==> config.mk <==
export PLATFORM = sky130hd
export DESIGN_NAME = keypad_scan_fifo
export DESIGN_NICKNAME = d
export VERILOG_FILES = /design/src/rtl/keypad_scan_fifo_pkg.sv /design/src/rtl/keypad_scan_fifo_key_fifo.sv /design/src/rtl/keypad_scan_fifo.sv
export SDC_FILE = /design/constraint.sdc
export NUM_CORES = 1
export LEC_CHECK = 0
export CAP_MARGIN = 20
export CORE_ASPECT_RATIO = 1.75
export CORE_MARGIN = 5
export CORE_UTILIZATION = 35
export CTS_BUF_LIST = sky130_fd_sc_hd__clkbuf_4 sky130_fd_sc_hd__clkbuf_8
export CTS_CLUSTER_SIZE = 28
export DETAILED_ROUTE_END_ITERATION = 8
export GPL_TIMING_DRIVEN = 0
export HOLD_SLACK_MARGIN = 0.03
export PLACE_DENSITY = 0.51
export SLEW_MARGIN = 25
export SYNTH_ARGS = -nofsm -noshare
export SYNTH_HDL_FRONTEND = slang
export SYNTH_SLANG_ARGS = --single-unit
==> constraint.sdc <==
create_clock -name clk -period 4.95 [get_ports clk]
set_clock_uncertainty 0.05 [all_clocks]
set_input_delay 0.495 -clock clk [delete_from_list [all_inputs] [get_ports clk]]
set_output_delay 0.495 -clock clk [all_outputs]
set_load 0.05 [all_outputs]
==> src/rtl/keypad_scan_fifo_pkg.sv <==
// Shared types and constants for the keypad scanner: FSM states, key codes,
// the "no key" frame encoding and the dout field layout.
package keypad_scan_fifo_pkg;

  typedef enum logic [1:0] {
    KS_IDLE    = 2'd0,
    KS_CONFIRM = 2'd1,
    KS_HELD    = 2'd2,
    KS_RELEASE = 2'd3
  } key_state_e;

  typedef logic [3:0] key_code_t;

  // Frame results carry a key code in [3:0]; bit 4 set means no key was seen.
  typedef logic [4:0] frame_result_t;
  localparam frame_result_t NO_KEY = 5'h10;

  localparam int DOUT_PENDING_BIT  = 7;
  localparam int DOUT_OVERFLOW_BIT = 6;
  localparam int DOUT_KEY_LSB      = 0;

  // Returns {found, col} for the lowest-numbered pressed column.
  function automatic logic [2:0] lowest_col(input logic [3:0] pressed);
    logic [2:0] res;
    if (pressed[0]) begin
      res = 3'b100;
    end else if (pressed[1]) begin
      res = 3'b101;
    end else if (pressed[2]) begin
      res = 3'b110;
    end else if (pressed[3]) begin
      res = 3'b111;
    end else begin
      res = 3'b000;
    end
    return res;
  endfunction

endpackage

==> src/rtl/keypad_scan_fifo_key_fifo.sv <==
// Small key-code FIFO with an extra pointer bit for occupancy; head, full and
// empty are registered from next-state so they follow a push/pop by one cycle.
module key_fifo
  import keypad_scan_fifo_pkg::*;
#(
  parameter int DEPTH = 4,
  parameter int WIDTH = 4
) (
  input  logic             clk,
  input  logic             reset,
  input  logic             push,
  input  logic             pop,
  input  logic [WIDTH-1:0] din,
  output logic             full,
  output logic             empty,
  output logic [WIDTH-1:0] head
);

  localparam int AW = $clog2(DEPTH);
  localparam logic [AW:0] PTR_ONE = (AW+1)'(1);

  logic [WIDTH-1:0] mem_r [DEPTH];
  logic [AW:0]      wr_ptr_r;
  logic [AW:0]      rd_ptr_r;
  logic [AW:0]      wr_next_s;
  logic [AW:0]      rd_next_s;
  logic             full_r;
  logic             empty_r;
  logic [WIDTH-1:0] head_r;
  logic [WIDTH-1:0] head_next_s;
  logic             push_ok_s;
  logic             pop_ok_s;

  // Accept decisions, next pointers and the head that will be visible next cycle.
  always_comb begin
    pop_ok_s  = pop && !empty_r;
    push_ok_s = push && (!full_r || pop_ok_s);
    rd_next_s = pop_ok_s ? (rd_ptr_r + PTR_ONE) : rd_ptr_r;
    wr_next_s = push_ok_s ? (wr_ptr_r + PTR_ONE) : wr_ptr_r;
    if (rd_next_s == wr_next_s) begin
      head_next_s = {WIDTH{1'b0}};
    end else if (push_ok_s && (rd_next_s[AW-1:0] == wr_ptr_r[AW-1:0])) begin
      // The entry being written becomes the head in the same cycle.
      head_next_s = din;
    end else begin
      head_next_s = mem_r[rd_next_s[AW-1:0]];
    end
  end

  // Storage, pointers and registered status outputs.
  always_ff @(posedge clk or posedge reset) begin
    if (reset) begin
      for (int i = 0; i < DEPTH; i++) begin
        mem_r[i] <= {WIDTH{1'b0}};
      end
      wr_ptr_r <= {(AW+1){1'b0}};
      rd_ptr_r <= {(AW+1){1'b0}};
      full_r   <= 1'b0;
      empty_r  <= 1'b1;
      head_r   <= {WIDTH{1'b0}};
    end else begin
      if (push_ok_s) begin
        mem_r[wr_ptr_r[AW-1:0]] <= din;
      end
      wr_ptr_r <= wr_next_s;
      rd_ptr_r <= rd_next_s;
      empty_r  <= (rd_next_s == wr_next_s);
      full_r   <= (rd_next_s[AW] != wr_next_s[AW]) &&
                  (rd_next_s[AW-1:0] == wr_next_s[AW-1:0]);
      head_r   <= head_next_s;
    end
  end

  assign full  = full_r;
  assign empty = empty_r;
  assign head  = head_r;

endmodule

==> src/rtl/keypad_scan_fifo.sv <==
// 4x4 keypad scanner: row drive, column synchronizer, per-frame lowest-key
// detection, press/release debounce FSM and a key-code FIFO with sticky overflow.
module keypad_scan_fifo
  import keypad_scan_fifo_pkg::*;
#(
  parameter int SCAN_DIV       = 50000,
  parameter int DEBOUNCE_SCANS = 4,
  parameter int FIFO_DEPTH     = 4
) (
  input  logic       clk,
  input  logic       reset,
  output logic [3:0] rows,
  input  logic [3:0] cols,
  input  logic       rd_en,
  output logic [7:0] dout,
  output logic       key_pending
);

  localparam int DIV_W = (SCAN_DIV > 1) ? $clog2(SCAN_DIV) : 1;
  localparam logic [DIV_W-1:0] DIV_LAST = DIV_W'(SCAN_DIV - 1);
  localparam logic [DIV_W-1:0] DIV_ONE  = DIV_W'(1);
  localparam int CNT_W = $clog2(DEBOUNCE_SCANS + 1);
  localparam logic [CNT_W-1:0] CNT_ZERO   = {CNT_W{1'b0}};
  localparam logic [CNT_W-1:0] CNT_ONE    = CNT_W'(1);
  localparam logic [CNT_W-1:0] CNT_TARGET = CNT_W'(DEBOUNCE_SCANS);

  logic [DIV_W-1:0] div_r;
  logic [1:0]       row_r;
  logic [3:0]       rows_r;
  logic [3:0]       cols_meta_r;
  logic [3:0]       cols_sync_r;
  frame_result_t    best_r;
  key_state_e       state_r;
  key_code_t        cand_r;
  logic [CNT_W-1:0] count_r;
  logic             overflow_r;

  logic             dwell_end_s;
  logic             frame_end_s;
  logic [2:0]       col_hit_s;
  frame_result_t    frame_s;
  logic             push_s;
  logic             pop_ok_s;
  logic             fifo_full_s;
  logic             fifo_empty_s;
  key_code_t        fifo_head_s;

  // Two-flop synchronizer for the asynchronous, pulled-up column inputs.
  always_ff @(posedge clk or posedge reset) begin
    if (reset) begin
      cols_meta_r <= 4'hF;
      cols_sync_r <= 4'hF;
    end else begin
      cols_meta_r <= cols;
      cols_sync_r <= cols_meta_r;
    end
  end

  // Dwell end detection and running lowest-key merge across the frame.
  always_comb begin
    dwell_end_s = (div_r == DIV_LAST);
    frame_end_s = dwell_end_s && (row_r == 2'd3);
    col_hit_s   = lowest_col(~cols_sync_r);
    if ((row_r != 2'd0) && (best_r != NO_KEY)) begin
      frame_s = best_r;
    end else if (col_hit_s[2]) begin
      frame_s = {1'b0, row_r, col_hit_s[1:0]};
    end else begin
      frame_s = NO_KEY;
    end
  end

  // Row dwell timer, row drive and per-frame accumulator.
  always_ff @(posedge clk or posedge reset) begin
    if (reset) begin
      div_r  <= {DIV_W{1'b0}};
      row_r  <= 2'd0;
      rows_r <= 4'b1110;
      best_r <= NO_KEY;
    end else if (dwell_end_s) begin
      div_r  <= {DIV_W{1'b0}};
      row_r  <= row_r + 2'd1;
      rows_r <= ~(4'b0001 << (row_r + 2'd1));
      best_r <= frame_end_s ? NO_KEY : frame_s;
    end else begin
      div_r  <= div_r + DIV_ONE;
    end
  end

  // Push strobe lands on the frame-end cycle that completes a press debounce.
  always_comb begin
    push_s = 1'b0;
    if (frame_end_s && (frame_s != NO_KEY)) begin
      case (state_r)
        KS_IDLE:    push_s = (CNT_TARGET == CNT_ONE);
        KS_CONFIRM: push_s = (frame_s == {1'b0, cand_r}) && ((count_r + CNT_ONE) == CNT_TARGET);
        default:    push_s = 1'b0;
      endcase
    end else begin
      push_s = 1'b0;
    end
  end

  // Key debounce FSM, evaluated once per frame.
  always_ff @(posedge clk or posedge reset) begin
    if (reset) begin
      state_r <= KS_IDLE;
      cand_r  <= 4'h0;
      count_r <= CNT_ZERO;
    end else if (frame_end_s) begin
      case (state_r)
        KS_IDLE: begin
          if (frame_s != NO_KEY) begin
            cand_r <= frame_s[3:0];
            if (CNT_TARGET == CNT_ONE) begin
              state_r <= KS_HELD;
              count_r <= CNT_ZERO;
            end else begin
              state_r <= KS_CONFIRM;
              count_r <= CNT_ONE;
            end
          end
        end
        KS_CONFIRM: begin
          if (frame_s == {1'b0, cand_r}) begin
            if ((count_r + CNT_ONE) == CNT_TARGET) begin
              state_r <= KS_HELD;
              count_r <= CNT_ZERO;
            end else begin
              count_r <= count_r + CNT_ONE;
            end
          end else begin
            state_r <= KS_IDLE;
            count_r <= CNT_ZERO;
          end
        end
        KS_HELD: begin
          if (frame_s == NO_KEY) begin
            if (CNT_TARGET == CNT_ONE) begin
              state_r <= KS_IDLE;
              count_r <= CNT_ZERO;
            end else begin
              state_r <= KS_RELEASE;
              count_r <= CNT_ONE;
            end
          end
        end
        KS_RELEASE: begin
          if (frame_s == NO_KEY) begin
            if ((count_r + CNT_ONE) == CNT_TARGET) begin
              state_r <= KS_IDLE;
              count_r <= CNT_ZERO;
            end else begin
              count_r <= count_r + CNT_ONE;
            end
          end else begin
            state_r <= KS_HELD;
            count_r <= CNT_ZERO;
          end
        end
        default: begin
          state_r <= KS_IDLE;
          count_r <= CNT_ZERO;
        end
      endcase
    end
  end

  key_fifo #(
    .DEPTH (FIFO_DEPTH),
    .WIDTH (4)
  ) u_key_fifo (
    .clk   (clk),
    .reset (reset),
    .push  (push_s),
    .pop   (rd_en),
    .din   (frame_s[3:0]),
    .full  (fifo_full_s),
    .empty (fifo_empty_s),
    .head  (fifo_head_s)
  );

  assign pop_ok_s = rd_en && !fifo_empty_s;

  // Sticky overflow: set by a dropped push, cleared by any accepted pop.
  always_ff @(posedge clk or posedge reset) begin
    if (reset) begin
      overflow_r <= 1'b0;
    end else if (pop_ok_s) begin
      overflow_r <= 1'b0;
    end else if (push_s && fifo_full_s) begin
      overflow_r <= 1'b1;
    end else begin
      overflow_r <= overflow_r;
    end
  end

  assign rows = rows_r;
  assign key_pending = ~fifo_empty_s;

  always_comb begin
    dout = 8'h00;
    dout[DOUT_PENDING_BIT]              = ~fifo_empty_s;
    dout[DOUT_OVERFLOW_BIT]             = overflow_r;
    dout[DOUT_KEY_LSB+3:DOUT_KEY_LSB]   = fifo_head_s;
  end

endmodule

==> impl_metrics.csv <==
group,metric,value,unit
route,drt_first_pass_iters,4,
clock_tree,htree_levels,3,
power_and_ir_drop,power_density,332,nW/um^2
timing,tns,0,ns
worst_hold_path,hold_class,"reg -> reg",
timing,setup_violations,0,
place,placedCellCount,477,
place,gp_congestion,0.773,
floorplanning,initial_core_util,35.5,%
route,avgViaCountPerCell,4.94,
timing,relSlewSlack,43.0,%
critical_path,reg2reg_from,"row_r[1]",
clock_tree,hold_buffers,0,
floorplanning,core_area,10600,um^2
route,drc_errors,0,
timing,rsz0062_at_grt,"false",
global_routing,grt_overflow,0,
finish,fillers,1046,
synthesis,yosys_register_bits,73,
critical_path,r2r-end,"u_key_fifo.full",
finish,layout_common_cells,"dfrtp_1, nand2_1, nor2_1, a21oi_1, clkdlybuf4s50_1",
clock_tree,post_cts_resized,0,
clock_tree,cts_buffers,9,
finish,syn2layout_area_growth,16.3,%
finish,multi_input_area,1810,um^2
synthesis,seq_area_frac_synth,48.8,%
clock_tree,cts_tree,"yes",
timing,tightest_slew,0.831,ns
finish,design_area,4400,um^2
place,dpl.hpwl,5.76,mm
route,vias,2437,
critical_path,arrival,3.26,ns
global_routing,antenna_found_initial,0,
place,port_buffers,17,
synthesis,synth_cell_types,57,
finish,fin_cells,493,
global_routing,grt_pass1_vias,2613,
global_routing,grt_max_degree,40,
synthesis,synth_cells,328,
synthesis,syn-cell-area,3780,um^2
critical_path,cp-end-kind,"flop",
finish,mostFrequentLayoutCell,"dfrtp_1",
clock_tree,clockRootBuffer,"clkbuf_8",
synthesis,synth-edff-count,0,
floorplanning,die_x,88.5,um
synthesis,ys.flop_type,"dfrtp_1",
route,drt-initial-drc-count,88,
critical_path,cp-startpoint,"row_r[1]",
timing,fmax,325,MHz
finish,final_nets,377,
finish,n_antenna_cell,0,
critical_path,worstSetupPathType,"reg -> reg",
synthesis,syn_avg_cell_area,11.5,um^2
critical_path,cp-start-kind,"flop",
critical_path,cp_data_required_time,5.14,ns
route,ant_nets,0,
timing,slew_violations,0,
clock_tree,clock_path_buffers,2,
clock_tree,cts_setup_buffers,0,
synthesis,ys_warn_count,0,
clock_tree,clk_pin_slew,0.07,ns
synthesis,ys_async_sr_fraction,100,%
status,status,"finished, final reports clean",
clock_tree,insertion_delay,0.36,ns
route,wl,7.58,mm
power_and_ir_drop,p_leak,2.08,nW
critical_path,r2r_cells,11,
finish,seq_area,1840,um^2
critical_path,endpoint,"u_key_fifo.full",
job,cap_violations,0,
timing,hold_viol_final,0,
power_and_ir_drop,ir_drop,0.175,mV
critical_path,ff2ff_setup_slack,1.87,ns
floorplanning,dieArea,13100,um^2
floorplanning,die_h,147,um
finish,drive_gt1_share,21.8,%
timing,fin_crit,3.08,ns
timing,post-route-period-util,62.1,%
route,wl_per_cell,15.4,um
floorplanning,row_count,50,
global_routing,track_usage,13.1,%
floorplanning,ios,20,
critical_path,worstPathMaxFanout,10,
place,place_area,4140,um^2
global_routing,grt_first_pass_wirelength,12.9,mm
clock_tree,cts.sinks,73,
## synth_stat cells, types with 5 or more instances
cell      number  area [um^2]
a21oi_1       17         85.1
and2_1         6         37.5
buf_4          5         37.5
dfrtp_1       60         1500
dfstp_2       13          342
ha_1          12          150
inv_1         13         48.8
mux2_4        13          195
mux2i_1        7         70.1
nand2_1       26         97.6
nand2b_1       7         43.8
nand3_1        7         35.0
nor2_1        23         86.3
nor2b_1        6         37.5
o21ai_0       12         60.1
xnor2_1       13          114
xor2_1         9         78.8
## logic make-up after synthesis
group | after synthesis | share of synthesized area, %
and+or+nand+nor | 109 | 17.0
DFF | 73 | 48.8
AOI/OAI and AO/OA | 50 | 8.87
muxes | 32 | 11.8
buffers and inverters | 27 | 3.51
xor gates and xnor gates | 24 | 5.96
adders and majority gates | 12 | 3.97
other | 1 | 0.0992
## critical path, cell delays in order, from the launching register on
cell,delay [ns]
dfrtp_1,0.46
inv_1,0.18
ha_1,0.29
buf_4,0.22
nor3b_1,0.09
nor3_1,0.17
o2111ai_1,0.19
nor4_4,0.41
and3_1,0.24
buf_6,0.16
mux2_4,0.35
nor2b_1,0.14
## sequential cells by signal, summed over array words and instances, names as in the netlist, 2 cells and up
register             flops
row_r                    2
best_r                   5
count_r                  3
u_key_fifo.rd_ptr_r      3
u_key_fifo.head          4
u_key_fifo.mem_r        16
cols_meta_r              4
state_r                  2
u_key_fifo.wr_ptr_r      3
rows                     4
cand_r                   4
cols_sync_r              4
div_r                   16
## cell type report
type                       count  share of cell area (%)
clock inverter                 4                    2.25
multi-input combinational    229                    41.1
timing repair buffer          18                    4.33
buffer                        14                    1.91
inverter                      13                    1.17
tap                          130                    3.70
sequential                    73                    41.9
clock buffer                  12                    3.62
## metal layers
layer  GRT usage, %  vias up  wire length (um)
li1               -     1195                 -
met1           13.3     1190              2770
met2           23.7       32              4300
met3           1.78       20               158
met4           9.23        0               357
met5              0        -                 0
## report_power, final
part           switching [W]  total (W)  internal [W]
clock               0.000224   0.000593      0.000369
sequential         0.0000134   0.000635      0.000621
combinational       0.000134   0.000230     0.0000965
## stage by stage
stage          setup WS, ns  total power [W]  hold WS, ns  util (%)
2_1_floorplan          2.35         0.000821        0.295         -
4_1_cts                1.83          0.00149        0.309      41.3
3_5_place_dp           1.85         0.000885        0.297      38.9
3_3_place_gp           1.29         0.000878        0.296      38.7
5_1_grt                1.68          0.00153        0.313      41.3
6_report               1.87          0.00146        0.307      41.3
## worst min path at each step
stage                         from        endpoint  slack (ns)  cells past startpoint
floorplan           cols_meta_r[0]  cols_sync_r[0]        0.30                      0
global placement    cols_meta_r[3]  cols_sync_r[3]        0.30                      0
detailed placement  cols_meta_r[3]  cols_sync_r[3]        0.30                      0
CTS                 cols_meta_r[3]  cols_sync_r[3]        0.31                      0
global route        cols_meta_r[3]  cols_sync_r[3]        0.31                      0
finish              cols_meta_r[3]  cols_sync_r[3]        0.31                      0
(Power assumes the default switching activity.)
